[config.mk]
export PLATFORM = sky130hd
export DESIGN_NAME = ram8_bist_flat
export DESIGN_NICKNAME = d
export VERILOG_FILES = /design/src/rtl/ram8_bist_pkg.sv /design/src/rtl/ram8_bist_if.sv /design/src/rtl/ram8_bist_addr_ctr.sv /design/src/rtl/ram8_bist.sv /design/src/flat_wrapper.sv
export SDC_FILE = /design/constraint.sdc
export NUM_CORES = 1
export LEC_CHECK = 0
export ABC_AREA = 1
export BUFFER_PORTS_ARGS = -buffer_cell sky130_fd_sc_hd__buf_2
export CAP_MARGIN = 20
export CORE_ASPECT_RATIO = 0.75
export CORE_MARGIN = 2
export CORE_UTILIZATION = 52
export CTS_CLUSTER_DIAMETER = 40
export DETAILED_ROUTE_END_ITERATION = 6
export GPL_TIMING_DRIVEN = 1
export PLACE_DENSITY = 0.85
export SLEW_MARGIN = 30
export SYNTH_ARGS = -nofsm -noshare
export SYNTH_HDL_FRONTEND = slang
export SYNTH_SLANG_ARGS = --single-unit
[constraint.sdc]
create_clock -name clk -period 2.4 [get_ports clk]
set_input_delay 0.48 -clock clk [delete_from_list [all_inputs] [get_ports clk]]
set_output_delay 0.48 -clock clk [all_outputs]
set_load 0.02 [all_outputs]
[src/rtl/ram8_bist_pkg.sv]
// ram8_bist_pkg
// Shared definitions for the RAM8 pattern-test engine:
//   - default data width, address width and phase-0 test pattern
//   - FSM state encoding (IDLE=0, W0=1, R0=2, W1=3, R1=4, DONE=5)
//   - helper that tells whether a state belongs to the busy window
// Optional feature macro used by ram8_bist: RAM8_BIST_STOP_ON_FAIL_EN.
package ram8_bist_pkg;

  localparam int          WIDTH_DEF   = 16;
  localparam int          ADDR_W_DEF  = 3;
  localparam logic [15:0] PATTERN_DEF = 16'h5555;

  typedef enum logic [2:0] {
    IDLE = 3'd0,
    W0   = 3'd1,
    R0   = 3'd2,
    W1   = 3'd3,
    R1   = 3'd4,
    DONE = 3'd5
  } state_t;

  // W0..R1 are the 32 cycles during which the RAM is being exercised.
  function automatic logic is_busy_state(input state_t s);
    return (s == W0) || (s == R0) || (s == W1) || (s == R1);
  endfunction

endpackage

[src/rtl/ram8_bist_if.sv]
// ram8_bist_if
// Port bundle between the test engine (master) and one RAM8 (slave).
//   mem_in      : write data, master -> RAM
//   mem_load    : write strobe, master -> RAM
//   mem_address : word address, master -> RAM
//   mem_out     : read data, RAM -> master
// Protocol: there is no valid/ready pair. mem_load=1 during a cycle writes
// mem_in into word mem_address at the rising edge that ends the cycle;
// mem_out is a combinational read of the currently addressed word and is
// always valid, so no back-pressure exists in either direction.
interface ram8_bist_if
  import ram8_bist_pkg::*;
#(
  parameter int WIDTH  = WIDTH_DEF,
  parameter int ADDR_W = ADDR_W_DEF
);

  logic [WIDTH-1:0]  mem_in;
  logic              mem_load;
  logic [ADDR_W-1:0] mem_address;
  logic [WIDTH-1:0]  mem_out;

  modport master (
    output mem_in,
    output mem_load,
    output mem_address,
    input  mem_out
  );

  modport slave (
    input  mem_in,
    input  mem_load,
    input  mem_address,
    output mem_out
  );

endinterface

[src/rtl/ram8_bist_addr_ctr.sv]
// ram8_bist_addr_ctr
// Word-address counter for the RAM8 test engine.
//   clk   : rising-edge clock
//   rst_n : asynchronous active-low reset (addr -> 0)
//   clr   : synchronous clear to 0, has priority over en
//   en    : increment by one per cycle, wrapping at the top address
//   addr  : current address (registered)
//   tc    : terminal count, high while addr is the last word
module ram8_bist_addr_ctr
  import ram8_bist_pkg::*;
#(
  parameter int ADDR_W = ADDR_W_DEF
) (
  input  logic              clk,
  input  logic              rst_n,
  input  logic              clr,
  input  logic              en,
  output logic [ADDR_W-1:0] addr,
  output logic              tc
);

  always_ff @(posedge clk or negedge rst_n) begin
    if (!rst_n) begin
      addr <= '0;
    end else if (clr) begin
      addr <= '0;
    end else if (en) begin
      // Natural wrap from the last word to 0 gives the phase-change rewind.
      addr <= addr + 1'b1;
    end
  end

  assign tc = (addr == {ADDR_W{1'b1}});

endmodule

[src/rtl/ram8_bist.sv]
// ram8_bist
// Four-phase pattern test engine for one RAM8:
//   W0 writes PATTERN to every word, R0 checks it, W1 writes ~PATTERN,
//   R1 checks it. The first mismatching address and read value are kept.
// Ports:
//   clk, rst_n  : clock, asynchronous active-low reset
//   start       : begin a test (only looked at in IDLE)
//   mem         : master side of ram8_bist_if (mem_in/mem_load/mem_address
//                 out, mem_out in)
//   busy        : high for the 32 cycles of W0..R1
//   done        : one-cycle pulse when the test ends
//   pass        : result, valid from done until the next start
//   fail_addr   : address of the first mismatch
//   fail_data   : mem_out value seen at the first mismatch
//   dbg_state   : current FSM state, for observation only
// Optional feature: define RAM8_BIST_STOP_ON_FAIL_EN to end the test on the
// first read mismatch (DONE on that same edge, remaining phases skipped).
// Without it all four phases always run.
module ram8_bist
  import ram8_bist_pkg::*;
#(
  parameter int               WIDTH   = WIDTH_DEF,
  parameter int               ADDR_W  = ADDR_W_DEF,
  parameter logic [WIDTH-1:0] PATTERN = PATTERN_DEF
) (
  input  logic              clk,
  input  logic              rst_n,
  input  logic              start,
  ram8_bist_if.master       mem,
  output logic              busy,
  output logic              done,
  output logic              pass,
  output logic [ADDR_W-1:0] fail_addr,
  output logic [WIDTH-1:0]  fail_data,
  output state_t            dbg_state
);

  state_t            state_q;
  state_t            state_d;
  logic [ADDR_W-1:0] addr;
  logic              tc;
  logic              ctr_clr;
  logic              ctr_en;
  logic [WIDTH-1:0]  exp_data;
  logic              mismatch;
  logic              fail_flag;

  // The counter output is itself a register, so mem_address stays registered.
  ram8_bist_addr_ctr #(
    .ADDR_W (ADDR_W)
  ) u_addr_ctr (
    .clk   (clk),
    .rst_n (rst_n),
    .clr   (ctr_clr),
    .en    (ctr_en),
    .addr  (addr),
    .tc    (tc)
  );

  // Held at 0 outside the test so every run starts W0 at word 0.
  assign ctr_clr = (state_q == IDLE) || (state_q == DONE);
  assign ctr_en  = is_busy_state(state_q);

  assign mem.mem_address = addr;
  assign dbg_state       = state_q;

  // Compare is exact over the full word; only meaningful in read phases.
  assign exp_data = (state_q == R1) ? ~PATTERN : PATTERN;
  assign mismatch = ((state_q == R0) || (state_q == R1)) &&
                    (mem.mem_out != exp_data);

  always_ff @(posedge clk or negedge rst_n) begin
    if (!rst_n) begin
      state_q <= IDLE;
    end else begin
      state_q <= state_d;
    end
  end

  always_comb begin
    state_d = state_q;
    unique case (state_q)
      IDLE: if (start) state_d = W0;
      W0:   if (tc) state_d = R0;
`ifdef RAM8_BIST_STOP_ON_FAIL_EN
      R0: begin
        if (mismatch)  state_d = DONE;
        else if (tc)   state_d = W1;
      end
`else
      R0:   if (tc) state_d = W1;
`endif
      W1:   if (tc) state_d = R1;
`ifdef RAM8_BIST_STOP_ON_FAIL_EN
      R1:   if (mismatch || tc) state_d = DONE;
`else
      R1:   if (tc) state_d = DONE;
`endif
      DONE: state_d = IDLE;
      default: state_d = IDLE;
    endcase
  end

  // Outputs are loaded from the next state so they line up with the state
  // they describe while still coming straight out of flops.
  always_ff @(posedge clk or negedge rst_n) begin
    if (!rst_n) begin
      mem.mem_in   <= '0;
      mem.mem_load <= 1'b0;
      busy         <= 1'b0;
      done         <= 1'b0;
      pass         <= 1'b0;
      fail_addr    <= '0;
      fail_data    <= '0;
      fail_flag    <= 1'b0;
    end else begin
      busy         <= is_busy_state(state_d);
      done         <= (state_d == DONE);
      mem.mem_load <= (state_d == W0) || (state_d == W1);

      // Read phases keep the pattern of the write phase before them.
      if (state_d == W0) begin
        mem.mem_in <= PATTERN;
      end else if (state_d == W1) begin
        mem.mem_in <= ~PATTERN;
      end

      if ((state_q == IDLE) && start) begin
        pass      <= 1'b0;
        fail_flag <= 1'b0;
        fail_addr <= '0;
        fail_data <= '0;
      end else if (mismatch && !fail_flag) begin
        fail_flag <= 1'b1;
        fail_addr <= addr;
        fail_data <= mem.mem_out;
      end

      // Include a mismatch seen on this very edge (last R1 word, or the
      // early exit when stopping on fail).
      if (state_d == DONE) begin
        pass <= !(fail_flag || mismatch);
      end
    end
  end

endmodule

[src/flat_wrapper.sv]
// flat-port wrapper written by rule: the top's interface ports become plain ports
module ram8_bist_flat import ram8_bist_pkg::*;
#(
  parameter int               WIDTH   = WIDTH_DEF,
  parameter int               ADDR_W  = ADDR_W_DEF,
  parameter logic [WIDTH-1:0] PATTERN = PATTERN_DEF
)
  (clk, rst_n, start, busy, done, pass, fail_addr, fail_data, dbg_state, mem_mem_in, mem_mem_load, mem_mem_address, mem_mem_out);
  ram8_bist_if #(.WIDTH(WIDTH), .ADDR_W(ADDR_W)) mem_i ();
  input  logic clk;
  input  logic rst_n;
  input  logic start;
  output logic busy;
  output logic done;
  output logic pass;
  output logic [ADDR_W-1:0] fail_addr;
  output logic [WIDTH-1:0] fail_data;
  output state_t dbg_state;
  output wire logic [$bits(mem_i.mem_in)-1:0] mem_mem_in;
  output wire logic [$bits(mem_i.mem_load)-1:0] mem_mem_load;
  output wire logic [$bits(mem_i.mem_address)-1:0] mem_mem_address;
  input wire logic [$bits(mem_i.mem_out)-1:0] mem_mem_out;
  assign mem_mem_in = mem_i.mem_in;
  assign mem_mem_load = mem_i.mem_load;
  assign mem_mem_address = mem_i.mem_address;
  assign mem_i.mem_out = mem_mem_out;
  ram8_bist #(.WIDTH(WIDTH), .ADDR_W(ADDR_W), .PATTERN(PATTERN)) u_core (.clk(clk), .rst_n(rst_n), .start(start), .mem(mem_i), .busy(busy), .done(done), .pass(pass), .fail_addr(fail_addr), .fail_data(fail_data), .dbg_state(dbg_state));
endmodule
==> results of run 1 <==
==> area by class of cell <==
class                           count  area, um^2
Clock buffer                        5        68.8
Clock inverter                      3        18.8
Fill cell                         255        1030
Inverter                           20        75.1
Multi-Input combinational cell    130         592
Sequential cell                    32         801
Tap cell                           38        47.5
Timing Repair Buffer               64         323
==> sequential cells by signal, indices dropped and copies added, names as in the netlist <==
name	cells
u_core.done	1
u_core.mem.mem_in	2
u_core.dbg_state	3
u_core.fail_flag	1
u_core.u_addr_ctr.addr	3
u_core.busy	1
u_core.fail_data	16
u_core.fail_addr	3
u_core.pass	1
u_core.mem.mem_load	1
==> worst max-delay path, stage by stage, from the launching register on <==
cell     delay [ns]
dfrtp_1        0.44
nor3_1         0.28
nand2_1        0.12
nand2_2        0.30
nand2_4        0.22
nand3_1        0.14
nand2_1        0.05
==> metal layers <==
metal / GRT usage (%) / part of all wire, % / up-vias
li1: - / - / 725
met1: 24.9 / 47 / 663
met2: 32.4 / 45 / 47
met3: 6.67 / 6.9 / 3
met4: 6.67 / 0.43 / 0
met5: 0 / 0 / -
==> where the power goes <==
group	switching [mW]	internal, mW	leakage (nW)
registers	0.0629	0.616	0.433
clock network	0.198	0.201	0.0479
logic	0.346	0.161	0.728
==> layout by cell type, fill, tap and decap left out <==
master / synthesis / routed
nor3_1: 1 / 1
nor2_1: 15 / 15
nand3_1: 46 / 46
ha_1: 2 / 2
or2_2: 1 / 1
clkinv_2: 0 / 2
nand2_2: 2 / 2
nand2_4: 1 / 1
buf_4: 15 / 1
buf_2: 1 / 63
clkbuf_8: 0 / 5
clkinv_4: 0 / 1
and2_1: 1 / 1
o21ai_0: 5 / 5
a21oi_1: 1 / 1
dfrtp_1: 32 / 32
nor2_2: 1 / 1
nand2_1: 54 / 54
inv_1: 20 / 20
==> logic make-up after synthesis <==
group	after synthesis
adders and majority gates	2
and+or+nand+nor	122
AOI/OAI and AO/OA	6
buffers and inverters	41
DFF	32
==> stage by stage <==
step                hold WS (ns)  utilization (%)  power [mW]  cells  cell area (um^2)
floorplan                  0.184                -        1.06    203              1630
global placement           0.480             62.2        1.19    284              1840
detailed placement         0.482             62.2        1.20    284              1840
CTS                        0.262             65.1        1.60    292              1930
global route               0.293             65.1        1.70    292              1930
finish                     0.239             65.1        1.59    292              1930
==> path summary, 6_finish.rpt <==
check                                        to  slack, ns                start  cells past startpoint
max                        u_core.fail_data[15]       0.72  u_core.dbg_state[0]                      6
max in group asynchronous      u_core.fail_flag       1.72                rst_n                      1
max reg2reg                u_core.fail_data[15]       0.72  u_core.dbg_state[0]                      6
min reg2reg                 u_core.fail_data[9]       0.49  u_core.fail_data[9]                      2
min in group clk            u_core.fail_data[3]       0.46       mem_mem_out[3]                      3
min                         u_core.fail_data[9]       0.24                rst_n                      1
==> metrics.csv, run 1 <==
metric,value,unit
status,"complete, no violations",
route.detailed.drc,0,
setup_viol,0,
postRouteAntennaNets,0,
rsz0062_at_grt,false,
place.gp.congestion,0.775,
cts_setup_buffers,0,
syn_inst,203,
die_h,52.5,um
fmax,0.597,GHz
hp-class,in2async,
crit_fanout,20,
cts_buffers,5,
initial_core_util,55.1,%
cp-end-kind,flop,
synth.most_common_cell,nand2_1,
vias_per_cell,4.92,
cts.path.max_buffers,2,
yosys-top-cells-count,"54 x nand2_1, 46 x nand3_1, 32 x dfrtp_1, 20 x inv_1",
min_period,1.68,ns
finClkSkew,0.00942,ns
ys.flop_type,dfrtp_1,
dieArea,0.00360,mm^2
dr.first_iter.drc_count,60,
worst_slack,0.724,ns
drv_cap,0,
htree_levels,2,
slew-limit-headroom,54.1,%
fin_crit_sh,69.8,%
drt_first_pass_iters,5,
vdd_drop_max,0.517,mV
slew_violations,0,
rows,17,
async_flop_share,100,%
synth_cell_types,20,
cts_tree,done,
ys_ff_latch,32,
diodes,0,
antenna_found_initial,0,
vias,1438,
wl_per_cell,11.2,um
hold_buffers,0,
finalSetupTns,0,ns
cts-resized-gates,0,
yosys_warnings,0,
hold_viol,0,
core,0.00296,mm^2
p_per_area,824,mW/mm^2
synth_top_family_by_area,simple AND/OR/NAND/NOR gates,
synth_compound_area_share,1.84,%
yosys.area_share.adder,1.53,%
max_slew.worst_pin.slew,0.688,ns
grt_pass1_wl,5230,um
fin_nets,274,
numPortBuffers,63,
synth_fp_nets,224,
critPathKind,reg2reg,
clock_latency,0.28,ns
yosysSeqAreaShare,49.1,%
cp.arrival,1.84,ns
io_pins,64,
grt_overflow,0,
grt_max_degree,33,
startpoint_type,flop,
path_clk_slew,0.07,ns
p_leak,1.21,nW
ys_top_cells_by_area,"dfrtp_1 49%, nand3_1 14%, nand2_1 12%, buf_4 6.9%, inv_1 4.6%",
grt_usage,20.0,%
hpwl,2450,um
wirelength,3260,um
die_w,68.7,um
final_layout_size_suffix_gt1_share,30.3,%
grt_pass1_vias,1201,
synthMuxAreaShare,0,%
synth_xor_area_share,0,%
synth_area_leader_cell,dfrtp_1,
syn2layout_area_growth,18.1,%
cts_root_buf,clkbuf_8,
cts_sinks,32,
yosys.area_share.simple,32.9,%
preCtsSetupSlack,0.628,ns
synthDominantCellAreaShare,49.1,%
synth_edf_count,0,
required,2.57,ns
avgSynthCellArea,8.03,um^2
netlist_area,0.00163,mm^2
Note: power is estimated with default switching activity, not from simulation.
==> run 2, diff against run 1 <==
Settings changed: CORE_UTILIZATION 52 to 48, PLACE_DENSITY 0.85 to 0.79.
Clock period 2.4 ns to 1.6 ns, I/O delays scaled along.
==> run 2 against run 1 <==
Effect of this change: worst setup slack lost 0.64 ns; register-to-register slack got worse by 0.64 ns; global-route usage fell by 1.1 points; core utilization decreased by 2.6 points; sequential power grew 49%; via count up 1.4%; die area grew 7.8%; sequential cell count stayed put; first-iteration DRC count is 30% higher; critical path depth up 4; hold slack worse by 0.19 ns; sequential share of layout area fell by 2.3 points; largest cell class unchanged.
==> metrics.csv, run 2 (synthesis gave the netlist of run 1 again) <==
metric,value,unit,change
regMostFlops,u_core.fail_data,,
path_clk_slew,0.06,ns,about the same
grt_pass1_vias,1285,,+7.0%
cts_tree,done,,
die_h,54.5,um,+3.8%
cp.arrival,1.69,ns,-0.15 ns
max_slew.worst_pin.slew,0.403,ns,-0.285 ns
cts.path.max_buffers,2,,unchanged
crit_fanout,4,,-80%
initial_core_util,49.9,%,-5.2 points
p_leak,1.25,nW,+3.0%
slew_violations,0,,unchanged
grt_usage,18.8,%,-1.1 points
hold_viol,0,,unchanged
r2r-start,u_core.u_addr_ctr.addr[0],,
startpoint_type,flop,,
reg2reg_depth,10,,+4
critPathKind,reg2reg,,
largest_reg_flops,16,,unchanged
diodes,0,,unchanged
drv_cap,0,,unchanged
vias_per_cell,4.84,,-1.6%
place.gp.congestion,0.868,,+12%
hold_slack,0.0481,ns,-0.190 ns
cp-end-kind,flop,,
status,"complete, no violations",,
fin_crit_sh,95.0,%,+25 points
hp-class,in2async,,
core,0.00327,mm^2,+10%
die_w,71.3,um,+3.8%
finClkSkew,0.00610,ns,-0.00332 ns
cts_buffers,5,,unchanged
mostFrequentLayoutCell,buf_2,,
setup_viol,0,,unchanged
grt_max_degree,33,,unchanged
reg2reg_slack,0.08,ns,-0.64 ns
antenna_found_initial,0,,unchanged
min_period,1.52,ns,-0.155 ns
clock_latency,0.28,ns,about the same
final_layout_size_suffix_gt1_share,35.6,%,+5.3 points
fin_nets,281,,+2.6%
dieArea,0.00388,mm^2,+7.8%
vdd_drop_max,0.883,mV,+71%
wl_per_cell,11.5,um,+3.1%
grt_pass1_wl,5590,um,+6.9%
layout_common_cells,"63 x buf_2, 51 x nand2_1, 45 x nand3_1",,
r2r_end,u_core.mem.mem_in[14],,
io_pins,64,,unchanged
fmax,0.658,GHz,+10%
cts_root_buf,clkbuf_8,,
postRouteAntennaNets,0,,unchanged
numPortBuffers,63,,unchanged
grt_overflow,0,,unchanged
vias,1458,,+1.4%
fill_cells,308,,+21%
multi_input_area,637,um^2,+7.6%
slew-limit-headroom,73.1,%,+19 points
hpwl,2550,um,+4.3%
seq_area,802,um^2,+0.16%
worst_slack,0.0793,ns,-0.645 ns
preCtsSetupSlack,-0.0393,ns,-0.668 ns
rows,18,,+1
htree_levels,2,,unchanged
syn2layout_area_growth,25.2,%,
drt_first_pass_iters,4,,-1
required,1.77,ns,-0.80 ns
wirelength,3470,um,+6.3%
p_per_area,1230,mW/mm^2,+49%
cts_sinks,32,,unchanged
dr.first_iter.drc_count,78,,+30%
route.detailed.drc,0,,unchanged
[run 2: cell count changes in the layout (fill, tap and decap cells not counted), sizes merged]
cell and delta:
clkinv -3, clkbuf +3, buf +7
[run 2: area by class of cell]
| type | instances | area share, % |
|---|---|---|
| multi-input combinational | 130 | 31.2 |
| sequential | 32 | 39.3 |
| timing repair buffer | 71 | 19.0 |
| tap | 40 | 2.45 |
| clock buffer | 8 | 4.41 |
| inverter | 20 | 3.68 |
[run 2: per-stage QoR]
step	utilization [%]	std cells	power [mW]	area (um^2)	setup TNS, ns
floorplan	-	203	1.60	1630	0
CTS	60.8	299	2.49	1980	0
global placement	57.9	291	1.84	1890	0
detailed placement	57.9	291	1.86	1890	-0.0393
global route	62.5	301	2.69	2040	-0.155
finish	62.5	301	2.51	2040	0
[run 2: where the power goes]
part | leakage, nW | switching [mW] | internal (mW)
combinational | 0.768 | 0.575 | 0.301
sequential | 0.432 | 0.0794 | 0.927
clock | 0.0455 | 0.275 | 0.350
total | 1.25 | 0.930 | 1.58
[run 2: timing repair]
action	in CTS	in global routing
pin swaps	0	4
gates cloned	0	0
gates resized for setup	2	13
setup buffers	0	2
endpoints found under the setup margin	2	23
hold buffers	0	0
[run 2: worst max path at each step]
stage	from	endpoint	slack, ns	cells after the start
2_1_floorplan	u_core.u_addr_ctr.addr[1]	u_core.mem.mem_in[13]	0.02	8
3_5_place_dp	u_core.u_addr_ctr.addr[0]	u_core.mem.mem_in[13]	-0.04	10
4_1_cts	u_core.u_addr_ctr.addr[0]	u_core.mem.mem_in[13]	0.01	8
5_1_grt	u_core.u_addr_ctr.addr[0]	u_core.mem.mem_in[13]	-0.06	10
6_report	u_core.u_addr_ctr.addr[0]	u_core.mem.mem_in[14]	0.08	10
3_3_place_gp	u_core.u_addr_ctr.addr[0]	u_core.mem.mem_in[13]	0.07	10
[run 2: metal layers]
metal	wire [um]	vias to the layer above	share of wire (%)	track usage [%]
met4	38	0	1.1	6.60
met5	0	-	0	0
met1	1530	663	44	23.8
li1	-	741	-	-
met3	241	7	7.0	5.34
met2	1650	47	48	31.6
[run 2: worst max-delay path, cell delays in order, from the launching register on]
cell and delay (ns):
dfrtp_2 0.40, ha_2 0.18, ha_2 0.17, nand2_1 0.09, inv_1 0.07, nand2_1 0.07, nand2_2 0.08, nor2_4 0.16
nand2_1 0.09, nand2_1 0.06, nand2_1 0.05
==> run 3, diff against run 2 <==
Settings changed: CAP_MARGIN 20 to 40, RECOVER_POWER from default to 100.
==> run 3 against run 2 <==
Effect of this change: sequential share of layout area up 1.2 points; sequential power hardly changed; cell count stayed put; worst setup slack improved by 0.012 ns; first-iteration DRC count is 23% higher; global-route usage unchanged; hold slack improved by 0.15 ns; maximum frequency rose by 0.83%; sequential cell count is the same; critical path type unchanged; highest routed layer unchanged.
==> metrics.csv, run 3 (synthesis gave the netlist of run 1 again) <==
metric,value,unit,change
fin_nets,281,,unchanged
startpoint_type,flop,,
p_clk_share,25.3,%,+0.4 points
dieArea,0.00388,mm^2,unchanged
vias,1449,,-0.62%
fill_cells,338,,+9.7%
status,"complete, no violations",,
slowest_stage,dfrtp_2,,
min_period,1.51,ns,-0.0125 ns
p_sw,0.933,mW,+0.39%
seqPwrFrac,40.9,%,+0.8 points
slew_violations,0,,unchanged
cts.path.max_buffers,2,,unchanged
antenna_found_initial,0,,unchanged
mostFrequentLayoutCell,nand2_1,,
hold_viol,0,,unchanged
place.gp.congestion,0.868,,unchanged
rows,18,,unchanged
critPathKind,reg2reg,,
p_per_area,1250,mW/mm^2,+1.4%
max_stage_delay,0.40,ns,about the same
worst_slack,0.0918,ns,+0.0125 ns
wl_per_cell,11.5,um,+0.32%
regMostFlops,u_core.fail_data,,
cts_tree,done,,
crit_fanout,4,,unchanged
initial_core_util,49.9,%,unchanged
fin_crit_sh,94.3,%,-0.78 points
dr.first_iter.drc_count,96,,+23%
max_slew.worst_pin.slew,0.788,ns,+0.385 ns
hp-class,in2async,,
final_layout_size_suffix_gt1_share,18.4,%,-17 points
wirelength,3480,um,+0.32%
grt_pass1_wl,5590,um,unchanged
largest_reg_flops,16,,unchanged
p_sw_share,37.8,%,+0.72 points
core,0.00327,mm^2,unchanged
p_int,1.54,mW,-2.6%
crit_chain,ha_2 -> ha_2 -> nand2_1 -> inv_1 -> nor2_2 -> nor2_4 -> inv_2 -> nand3_1 -> o21ai_1 -> inv_1,,
numPortBuffers,63,,unchanged
grt_max_degree,33,,unchanged
cts_root_buf,clkbuf_8,,
finClkSkew,0.00545,ns,-0.000652 ns
postRouteAntennaNets,0,,unchanged
combPwrFrac,33.8,%,-1.1 points
drt_first_pass_iters,4,,unchanged
required,1.77,ns,about the same
preCtsSetupSlack,-0.0393,ns,unchanged
hpwl,2550,um,unchanged
diodes,0,,unchanged
p_leak,1.08,nW,-13%
clock_latency,0.28,ns,about the same
grt_overflow,0,,unchanged
syn2layout_area_growth,21.6,%,
die_h,54.5,um,unchanged
grt_pass1_vias,1285,,unchanged
fmax,0.663,GHz,+0.83%
io_pins,64,,unchanged
setup_viol,0,,unchanged
htree_levels,2,,unchanged
path_clk_slew,0.07,ns,about the same
slew-limit-headroom,47.5,%,-26 points
route.detailed.drc,0,,unchanged
vdd_drop_max,0.881,mV,-0.17%
finalSetupTns,0,ns,unchanged
hold_buffers,0,,unchanged
drv_cap,0,,unchanged
vias_per_cell,4.81,,-0.62%
cts_buffers,5,,unchanged
cts_sinks,32,,unchanged
die_w,71.3,um,unchanged
cp-end-kind,flop,,
cp.arrival,1.68,ns,about the same
grt_usage,18.8,%,unchanged
layout_common_cells,"51 x nand2_1, 47 x clkbuf_1, 45 x nand3_1",,
[run 3: per-layer routing]
metal  global-route usage, %  vias up  wire [um]
li1                        -      742          -
met1                    23.8      661       1620
met2                    31.6       39       1620
met3                    5.34        7        205
met4                    6.60        0         38
met5                       0        -          0
[run 3: timing repair]
item / CTS / global route
gates resized for setup: 2 / 13
hold endpoints to repair: 0 / 0
pin swaps: 0 / 4
gates cloned: 0 / 0
endpoints found under the setup margin: 2 / 23
setup buffers: 0 / 2
[run 3: area by class of cell]
cell class	instances	area, um^2	share of cell area (%)
tap	40	50.0	2.52
sequential	32	802	40.4
inverter	20	75.1	3.79
clock buffer	8	90.1	4.54
multi-input combinational	130	637	32.1
timing repair buffer	71	329	16.6
[run 3: worst max-delay path: cells and delay by family (launching register included)]
kind / cells / cell delay, ns
fa+ha+maj: 2 / 0.35
simple gates: 4 / 0.36
flops: 1 / 0.40
buf+inv: 3 / 0.17
compound gates: 1 / 0.13
[run 3: final timing paths]
path                                            from                   endpoint  slack (ns)  depth (start not counted)
setup / recovery           u_core.u_addr_ctr.addr[0]                u_core.busy        0.09                         10
hold / removal                                 rst_n        u_core.fail_data[1]        0.20                          2
setup reg to reg           u_core.u_addr_ctr.addr[0]                u_core.busy        0.09                         10
hold reg to reg                 u_core.fail_data[10]       u_core.fail_data[10]        0.50                          2
max in group asynchronous                      rst_n  u_core.u_addr_ctr.addr[0]        0.86                          2
min in group clk                      mem_mem_out[6]        u_core.fail_data[6]        0.30                          3
[run 3: power groups by stage]
| stage | logic, mW | registers (mW) | clock network (mW) |
|---|---|---|---|
| after floorplan | 0.433 | 1.16 | 0 |
| after global placement | 0.826 | 1.02 | 0 |
| after detailed placement | 0.841 | 1.02 | 0 |
| after CTS | 0.846 | 1.01 | 0.641 |
| after global routing | 0.939 | 1.03 | 0.683 |
| final | 0.834 | 1.01 | 0.625 |
[run 3: stage by stage]
step | total power, mW | hold slack [ns] | instances | util, % | area [um^2]
after global placement | 1.84 | 0.359 | 291 | 57.9 | 1890
after detailed placement | 1.86 | 0.365 | 291 | 57.9 | 1890
final | 2.47 | 0.197 | 301 | 60.7 | 1980
after global routing | 2.65 | 0.257 | 301 | 60.7 | 1980
after CTS | 2.49 | 0.0644 | 299 | 60.8 | 1980
after floorplan | 1.60 | 0.0244 | 203 | - | 1630
